File: config.mk
export PLATFORM = sky130hd
export DESIGN_NAME = elevator_ctrl_n
export DESIGN_NICKNAME = d
export VERILOG_FILES = /design/src/rtl/elevator_ctrl_n.sv
export SDC_FILE = /design/constraint.sdc
export NUM_CORES = 1
export LEC_CHECK = 0
export BUFFER_PORTS_ARGS = -buffer_cell sky130_fd_sc_hd__buf_2
export CAP_MARGIN = 20
export CORE_AREA = 2 2 61 63
export CTS_BUF_LIST = sky130_fd_sc_hd__clkbuf_4
export DETAILED_ROUTE_END_ITERATION = 6
export DIE_AREA = 0 0 63 65
export PLACE_DENSITY = 0.76
export SYNTH_ARGS = -nofsm -noshare
export SYNTH_HDL_FRONTEND = slang
export SYNTH_SLANG_ARGS = --single-unit
export TNS_END_PERCENT = 20
File: constraint.sdc
create_clock -name CLK -period 3.55 [get_ports CLK]
set_input_delay 0 -clock CLK [delete_from_list [all_inputs] [get_ports CLK]]
set_output_delay 0 -clock CLK [all_outputs]
set_load 0.05 [all_outputs]
File: src/rtl/elevator_ctrl_n.sv
// N-floor elevator controller: latches car/hall calls and serves them with
// directional collective (SCAN) scheduling, pacing travel and door dwell by counters.
`timescale 1ns/1ps
module elevator_ctrl_n #(
   parameter int NUM_FLOORS  = 4,
   parameter int FLOOR_W     = $clog2(NUM_FLOORS),
   parameter int MOVE_CYCLES = 2,
   parameter int DOOR_CYCLES = 3
) (
   input  logic                  CLK,
   input  logic                  RST,
   input  logic [NUM_FLOORS-1:0] CAR_REQ,
   input  logic [NUM_FLOORS-1:0] HALL_UP,
   input  logic [NUM_FLOORS-1:0] HALL_DN,
   output logic                  Open,
   output logic [FLOOR_W-1:0]    Floor,
   output logic [1:0]            Direction,
   output logic [NUM_FLOORS-1:0] CAR_PEND,
   output logic [NUM_FLOORS-1:0] UP_PEND,
   output logic [NUM_FLOORS-1:0] DN_PEND
);

   localparam int MAX_CYC = (MOVE_CYCLES > DOOR_CYCLES) ? MOVE_CYCLES : DOOR_CYCLES;
   localparam int CNT_W   = (MAX_CYC > 1) ? $clog2(MAX_CYC) : 1;
   localparam logic [CNT_W-1:0] MOVE_LOAD = CNT_W'(MOVE_CYCLES - 1);
   localparam logic [CNT_W-1:0] DOOR_LOAD = CNT_W'(DOOR_CYCLES - 1);

   localparam logic [1:0] ST_IDLE = 2'd0;
   localparam logic [1:0] ST_MOVE = 2'd1;
   localparam logic [1:0] ST_DOOR = 2'd2;

   localparam logic [1:0] DIR_HOLD = 2'b00;
   localparam logic [1:0] DIR_UP   = 2'b10;
   localparam logic [1:0] DIR_DN   = 2'b01;

   // No up call exists at the top floor and no down call at the bottom floor.
   localparam logic [NUM_FLOORS-1:0] UP_MASK = {1'b0, {(NUM_FLOORS-1){1'b1}}};
   localparam logic [NUM_FLOORS-1:0] DN_MASK = {{(NUM_FLOORS-1){1'b1}}, 1'b0};

   logic [1:0]            state_q, state_d;
   logic [FLOOR_W-1:0]    floor_q, floor_d;
   logic [1:0]            dir_q, dir_d;
   logic [1:0]            travel_dir_q, travel_dir_d;
   logic [CNT_W-1:0]      cnt_q, cnt_d;
   logic [NUM_FLOORS-1:0] car_pend_q, car_pend_d;
   logic [NUM_FLOORS-1:0] up_pend_q, up_pend_d;
   logic [NUM_FLOORS-1:0] dn_pend_q, dn_pend_d;

   logic [NUM_FLOORS-1:0] up_in, dn_in;
   logic [NUM_FLOORS-1:0] car_req, up_req, dn_req, any_req;
   logic [NUM_FLOORS-1:0] above_f, below_f, above_g, below_g, oh_f, oh_g;
   logic [NUM_FLOORS-1:0] clr_car, clr_up, clr_dn;
   logic [FLOOR_W-1:0]    floor_g;
   logic                  here_f, req_above_f, req_below_f, req_above_g, req_below_g;
   logic                  car_g, up_g, dn_g, going_up, beyond_g, stop_g;
   logic                  clr_up_ok, clr_dn_ok, door_press, go_up, go_dn;

   assign up_in   = HALL_UP & UP_MASK;
   assign dn_in   = HALL_DN & DN_MASK;
   assign car_req = car_pend_q | CAR_REQ;
   assign up_req  = up_pend_q | up_in;
   assign dn_req  = dn_pend_q | dn_in;
   assign any_req = car_req | up_req | dn_req;

   // Floor reached at the end of the current move step.
   assign going_up = (dir_q == DIR_UP);
   assign floor_g  = going_up ? floor_q + FLOOR_W'(1) : floor_q - FLOOR_W'(1);

   genvar gi;
   generate
      for (gi = 0; gi < NUM_FLOORS; gi++) begin : g_floor_masks
         assign above_f[gi] = (gi > int'(floor_q));
         assign below_f[gi] = (gi < int'(floor_q));
         assign oh_f[gi]    = (gi == int'(floor_q));
         assign above_g[gi] = (gi > int'(floor_g));
         assign below_g[gi] = (gi < int'(floor_g));
         assign oh_g[gi]    = (gi == int'(floor_g));
      end
   endgenerate

   assign here_f      = |(any_req & oh_f);
   assign req_above_f = |(any_req & above_f);
   assign req_below_f = |(any_req & below_f);
   assign req_above_g = |(any_req & above_g);
   assign req_below_g = |(any_req & below_g);
   assign car_g       = |(car_req & oh_g);
   assign up_g        = |(up_req & oh_g);
   assign dn_g        = |(dn_req & oh_g);
   assign beyond_g    = going_up ? req_above_g : req_below_g;
   assign stop_g      = car_g | (going_up ? up_g : dn_g) | ~beyond_g;

   // While the door is open, hall calls matching the shown direction are absorbed.
   assign clr_up_ok  = (dir_q != DIR_DN);
   assign clr_dn_ok  = (dir_q != DIR_UP);
   assign door_press = |((CAR_REQ & oh_f)
                       | (up_in & oh_f & {NUM_FLOORS{clr_up_ok}})
                       | (dn_in & oh_f & {NUM_FLOORS{clr_dn_ok}}));

   assign go_up = (travel_dir_q == DIR_DN) ? (~req_below_f & req_above_f) : req_above_f;
   assign go_dn = (travel_dir_q == DIR_DN) ? req_below_f : (~req_above_f & req_below_f);

   always_comb begin
      state_d      = state_q;
      floor_d      = floor_q;
      dir_d        = dir_q;
      travel_dir_d = travel_dir_q;
      cnt_d        = cnt_q;
      clr_car      = '0;
      clr_up       = '0;
      clr_dn       = '0;
      case (state_q)
         ST_IDLE: begin
            if (here_f) begin
               state_d      = ST_DOOR;
               cnt_d        = DOOR_LOAD;
               dir_d        = DIR_HOLD;
               travel_dir_d = DIR_HOLD;
               clr_car      = oh_f;
               clr_up       = oh_f;
               clr_dn       = oh_f;
            end else if (req_above_f) begin
               state_d      = ST_MOVE;
               cnt_d        = MOVE_LOAD;
               dir_d        = DIR_UP;
               travel_dir_d = DIR_UP;
            end else if (req_below_f) begin
               state_d      = ST_MOVE;
               cnt_d        = MOVE_LOAD;
               dir_d        = DIR_DN;
               travel_dir_d = DIR_DN;
            end
         end
         ST_MOVE: begin
            if (cnt_q != '0) begin
               cnt_d = cnt_q - CNT_W'(1);
            end else begin
               floor_d = floor_g;
               if (stop_g) begin
                  state_d      = ST_DOOR;
                  cnt_d        = DOOR_LOAD;
                  travel_dir_d = dir_q;
                  clr_car      = oh_g;
                  if (going_up) clr_up = oh_g;
                  else          clr_dn = oh_g;
                  if (!beyond_g) begin
                     clr_up = oh_g;
                     clr_dn = oh_g;
                     dir_d  = DIR_HOLD;
                  end
               end else begin
                  cnt_d = MOVE_LOAD;
               end
            end
         end
         ST_DOOR: begin
            clr_car = oh_f;
            if (clr_up_ok) clr_up = oh_f;
            if (clr_dn_ok) clr_dn = oh_f;
            if (door_press) begin
               cnt_d = DOOR_LOAD;
            end else if (cnt_q != '0) begin
               cnt_d = cnt_q - CNT_W'(1);
            end else if (go_up) begin
               state_d      = ST_MOVE;
               cnt_d        = MOVE_LOAD;
               dir_d        = DIR_UP;
               travel_dir_d = DIR_UP;
            end else if (go_dn) begin
               state_d      = ST_MOVE;
               cnt_d        = MOVE_LOAD;
               dir_d        = DIR_DN;
               travel_dir_d = DIR_DN;
            end else begin
               state_d      = ST_IDLE;
               dir_d        = DIR_HOLD;
               travel_dir_d = DIR_HOLD;
            end
         end
         default: begin
            state_d = ST_IDLE;
            dir_d   = DIR_HOLD;
         end
      endcase
      // Clearing wins over a same-cycle press so a served call never re-latches.
      car_pend_d = (car_pend_q | CAR_REQ) & ~clr_car;
      up_pend_d  = (up_pend_q | up_in) & ~clr_up;
      dn_pend_d  = (dn_pend_q | dn_in) & ~clr_dn;
   end

   always_ff @(posedge CLK) begin
      if (RST) begin
         state_q      <= ST_IDLE;
         floor_q      <= '0;
         dir_q        <= DIR_HOLD;
         travel_dir_q <= DIR_HOLD;
         cnt_q        <= '0;
         car_pend_q   <= '0;
         up_pend_q    <= '0;
         dn_pend_q    <= '0;
      end else begin
         state_q      <= state_d;
         floor_q      <= floor_d;
         dir_q        <= dir_d;
         travel_dir_q <= travel_dir_d;
         cnt_q        <= cnt_d;
         car_pend_q   <= car_pend_d;
         up_pend_q    <= up_pend_d;
         dn_pend_q    <= dn_pend_d;
      end
   end

   assign Open      = (state_q == ST_DOOR);
   assign Floor     = floor_q;
   assign Direction = dir_q;
   assign CAR_PEND  = car_pend_q;
   assign UP_PEND   = up_pend_q;
   assign DN_PEND   = dn_pend_q;

endmodule

==> results by group <==
STA
  • Max-slew violations: 0
  • Max_slew headroom: 65.2%
  • Setup TNS: 0 ps
  • Fmax: 0.325 GHz
  • Post-Route Skew: between 15 and 20 ps
  • Worst-Margin Slew: slightly above 500 ps
  • Setup violators final: 0
  • Min setup slack post-route: 474 ps
  • Final Cycle Share: roughly 87%
  • Hold_ws: 40.3 ps
  • RSZ-0062 raised after global routing: false
  • Final min period: 3080 ps
  • Fin. Hold Viols: 0

Min path
  • Hold Path Class: primary input to flop
  • HP Start: RST
  • Endpoint, Worst Hold: Floor[0]
  • Cells on Worst Hold Path: 2

Logic synthesis
  • EDFF count, synth: 0
  • Mapped Area: between 1500 and 2000 um2
  • Warnings from Yosys: 0
  • Register bit count reported by yosys: 22
  • Post-synthesis cell type count: 55
  • Sequential share of the synthesized area: 24.3%
  • Synth Net Count: approximately 230
  • Post-synth ARST share: 0%
  • Cells after Synth: 210
  • Top_reg_cell synth: dfxtp_1
  • Syn_area_per_cell: 8.62 um2

Final layout
  • Ant. Diodes: 0
  • Layout cell share with drive strength beyond 1: 18.9%
  • Util after Layout: 58.9%
  • Area grow syn2layout: 13.8%
  • Fin nets: 261
  • Register area: 440 um2
  • Multi-input logic area: 1300 um2
  • Fillers: around 330

Global routing
  • GR Util All Layers: a little over a quarter
  • Vias in the first global route: 1717
  • GR Util met1: 34.1%
  • Pin count of the biggest net entering global routing: 16
  • Met2 Usage GRT: 42.6%
  • GRT Residual Overflow: 0
  • Initial antenna violation count: 0
  • First-pass GRT wire length: 8410 um
  • GR Layer Usage met3: between 4 and 5%
  • GRT Max-Usage Layer: met2

Clocking
  • Clock Sinks: 22
  • CTS tree: built
  • Cts bufs inserted: 3
  • CTS HTree Levels: 1
  • Setup bufs post-CTS: 0
  • Clock latency on the worst-skew pair: 340 ps
  • Clk buf depth: 2
  • CTS root buf: clkbuf_4
  • CTS clk-pin slew, worst paths: 120 ps

Routing
  • Drt drc: 0
  • Via count: roughly 1.9k
  • Drt first pass iters: 5
  • Vias per cell: 6.53
  • Antenna Nets Post-Route: 0
  • WL final: 5070 um
  • Mean routed wirelength per cell: 17.7 um
  • 1st-iter DRT viols: 215

Place
  • Post-Place Setup Slack: 496 ps
  • Dpl hpwl: 3820 um
  • IO Port Bufs: 28
  • GPL Wtd Cong: 0.926

Floorplanning
  • Die Span Y: 65 um
  • Die Wd: 63 um
  • DIE AREA: ~4000 um2
  • Row cnt: 22
  • I/O pin count: 31
  • Initial Utilization: 51.8%
  • Core area: 3500 um2

Power and ir drop
  • Pwr dens: just over 800 nW/um2
  • P_int: between 0.0007 and 0.0008 W
  • Fraction of power consumed by sequential logic: 22.5%
  • Worst IR Drop VDD: approximately 420 uV
  • Leakage: 0.835 nW
  • Power, Total: about 0.0017 W
  • Switching Fraction: 52.8%
  • Part of the power in combinational logic: between 60 and 70%
  • Clock power share: 11.9%
  • Psw: 0.000891 W

Worst setup path
  • WS Path Type: flop to flop
  • R2R Path End: UP_PEND[3]
  • Critical Path Sink Type: flop
  • WP data required: approximately 3800 ps
  • R2r setup slk: 470 ps
  • WP data arrival: 3270 ps
  • FF-to-FF path depth: 7
  • Crit Reg-Reg Startpoint: Floor[0]
  • CP Launch Type: flop
  • CP max FO: 11

Run
  • MaxCap Viol Count: 0

Outcome
  • Status: completed
through the flow:
stage,instances,area [um2]
3_5_place_dp,280,1990
3_3_place_gp,280,1990
6_report,286,2060
5_1_grt,286,2060
2_1_floorplan,210,1810
4_1_cts,286,2060
worst max path at each step:
| stage | startpoint | end | slack (ps) | depth (start not counted) |
|---|---|---|---|---|
| finish | Floor[0] | UP_PEND[3] | 470 | 7 |
| global route | Floor[0] | UP_PEND[3] | 260 | 7 |
| detailed placement | Floor[0] | DN_PEND[0] | 500 | 7 |
| floorplan | Floor[0] | travel_dir_q[1] | 600 | 8 |
| global placement | Floor[0] | DN_PEND[0] | 570 | 7 |
| CTS | Floor[0] | DN_PEND[0] | 510 | 7 |
kinds of logic (layout without fill, tap and decap cells):
| group | count (synthesis) | count (layout) | synth area share, % |
|---|---|---|---|
| xor gates and xnor gates | 3 | 3 | 1.45 |
| DFF | 22 | 22 | 24.3 |
| adders and majority gates | 8 | 8 | 5.53 |
| muxes | 6 | 6 | 4.22 |
| AOI/OAI and AO/OA | 79 | 79 | 37.2 |
| and+or+nand+nor | 76 | 76 | 23.7 |
| buffers and inverters | 16 | 44 | 3.60 |
layout by cell type, fill, tap and decap left out, drive strengths merged, types with 4 or more instances in the layout:
cell type and n:
a2111oi 6, a211o 5, a211oi 10, a21o 4, a21oi 13, a221oi 4
buf 29, dfxtp 22, ha 8, inv 9, mux2i 5, nand2 18
nand2b 5, nand3 4, nor2 20, nor2b 5, nor4 8, o21ai 8
power by group through the flow:
stage	combinational, W	clock (W)	sequential [W]
finish	0.00111	0.000202	0.000379
global route	0.00119	0.000217	0.000390
CTS	0.00109	0.000204	0.000379
detailed placement	0.00109	0	0.000385
global placement	0.00108	0	0.000383
floorplan	0.000722	0	0.000504
cell usage after synthesis, drive strengths merged, types with 2 or more instances:
cell type	count	area, um2
nand3	4	20.0
a211oi	10	75.1
o21ai	8	40.0
nor3	3	20.0
a222oi	2	20.0
inv	9	33.8
o2111ai	2	17.5
a2111oi	6	52.6
a221oi	4	41.3
a2111o	2	22.5
xnor2	3	26.3
a21oi	13	65.1
and2	2	12.5
o31ai	2	42.5
a21boi	3	22.5
or2	2	12.5
clkbuf	4	16.3
nand2	18	67.6
nand2b	5	31.3
o41ai	2	43.8
nor4	8	95.1
a211o	5	43.8
nor3b	2	15.0
mux2i	5	50.1
a41oi	2	17.5
nor2b	5	31.3
a21o	4	30.0
ha	8	100
dfxtp	22	440
and3	3	18.8
nor2	20	75.1
o211ai	3	22.5
buf	3	15.0
layout make-up:
cell class / instances / share of cell area [%]
clock buffer: 3 / 1.09
clock inverter: 1 / 1.46
inverter: 9 / 1.64
multi-input combinational: 172 / 63.3
sequential: 22 / 21.4
tap: 48 / 2.92
timing repair buffer: 31 / 8.15
what timing repair did:
item | in CTS | in global routing
gates resized for setup | 0 | 0
endpoints found under the hold margin | 2 | 0
hold buffers | 2 | 0
registers in the layout, summed over array words and instances (netlist names):
register and count:
Floor 2, state_q 2, cnt_q 2, CAR_PEND 4, DN_PEND 4, UP_PEND 4, Direction 2, travel_dir_q 2
metal layers:
metal,routed length [um],up-vias
met2,2470,100
li1,-,887
met4,102,0
met3,361,11
met5,0,-
met1,2140,871
worst max-delay path, cell delays in order (launching register included):
cell      delay, ps
dfxtp_1         570
inv_1           210
ha_1            570
mux4_1          590
nand3_1         140
a32oi_4         180
nor4_1          530
a221oi_1        170
Power figures use the tool's default switching activity.
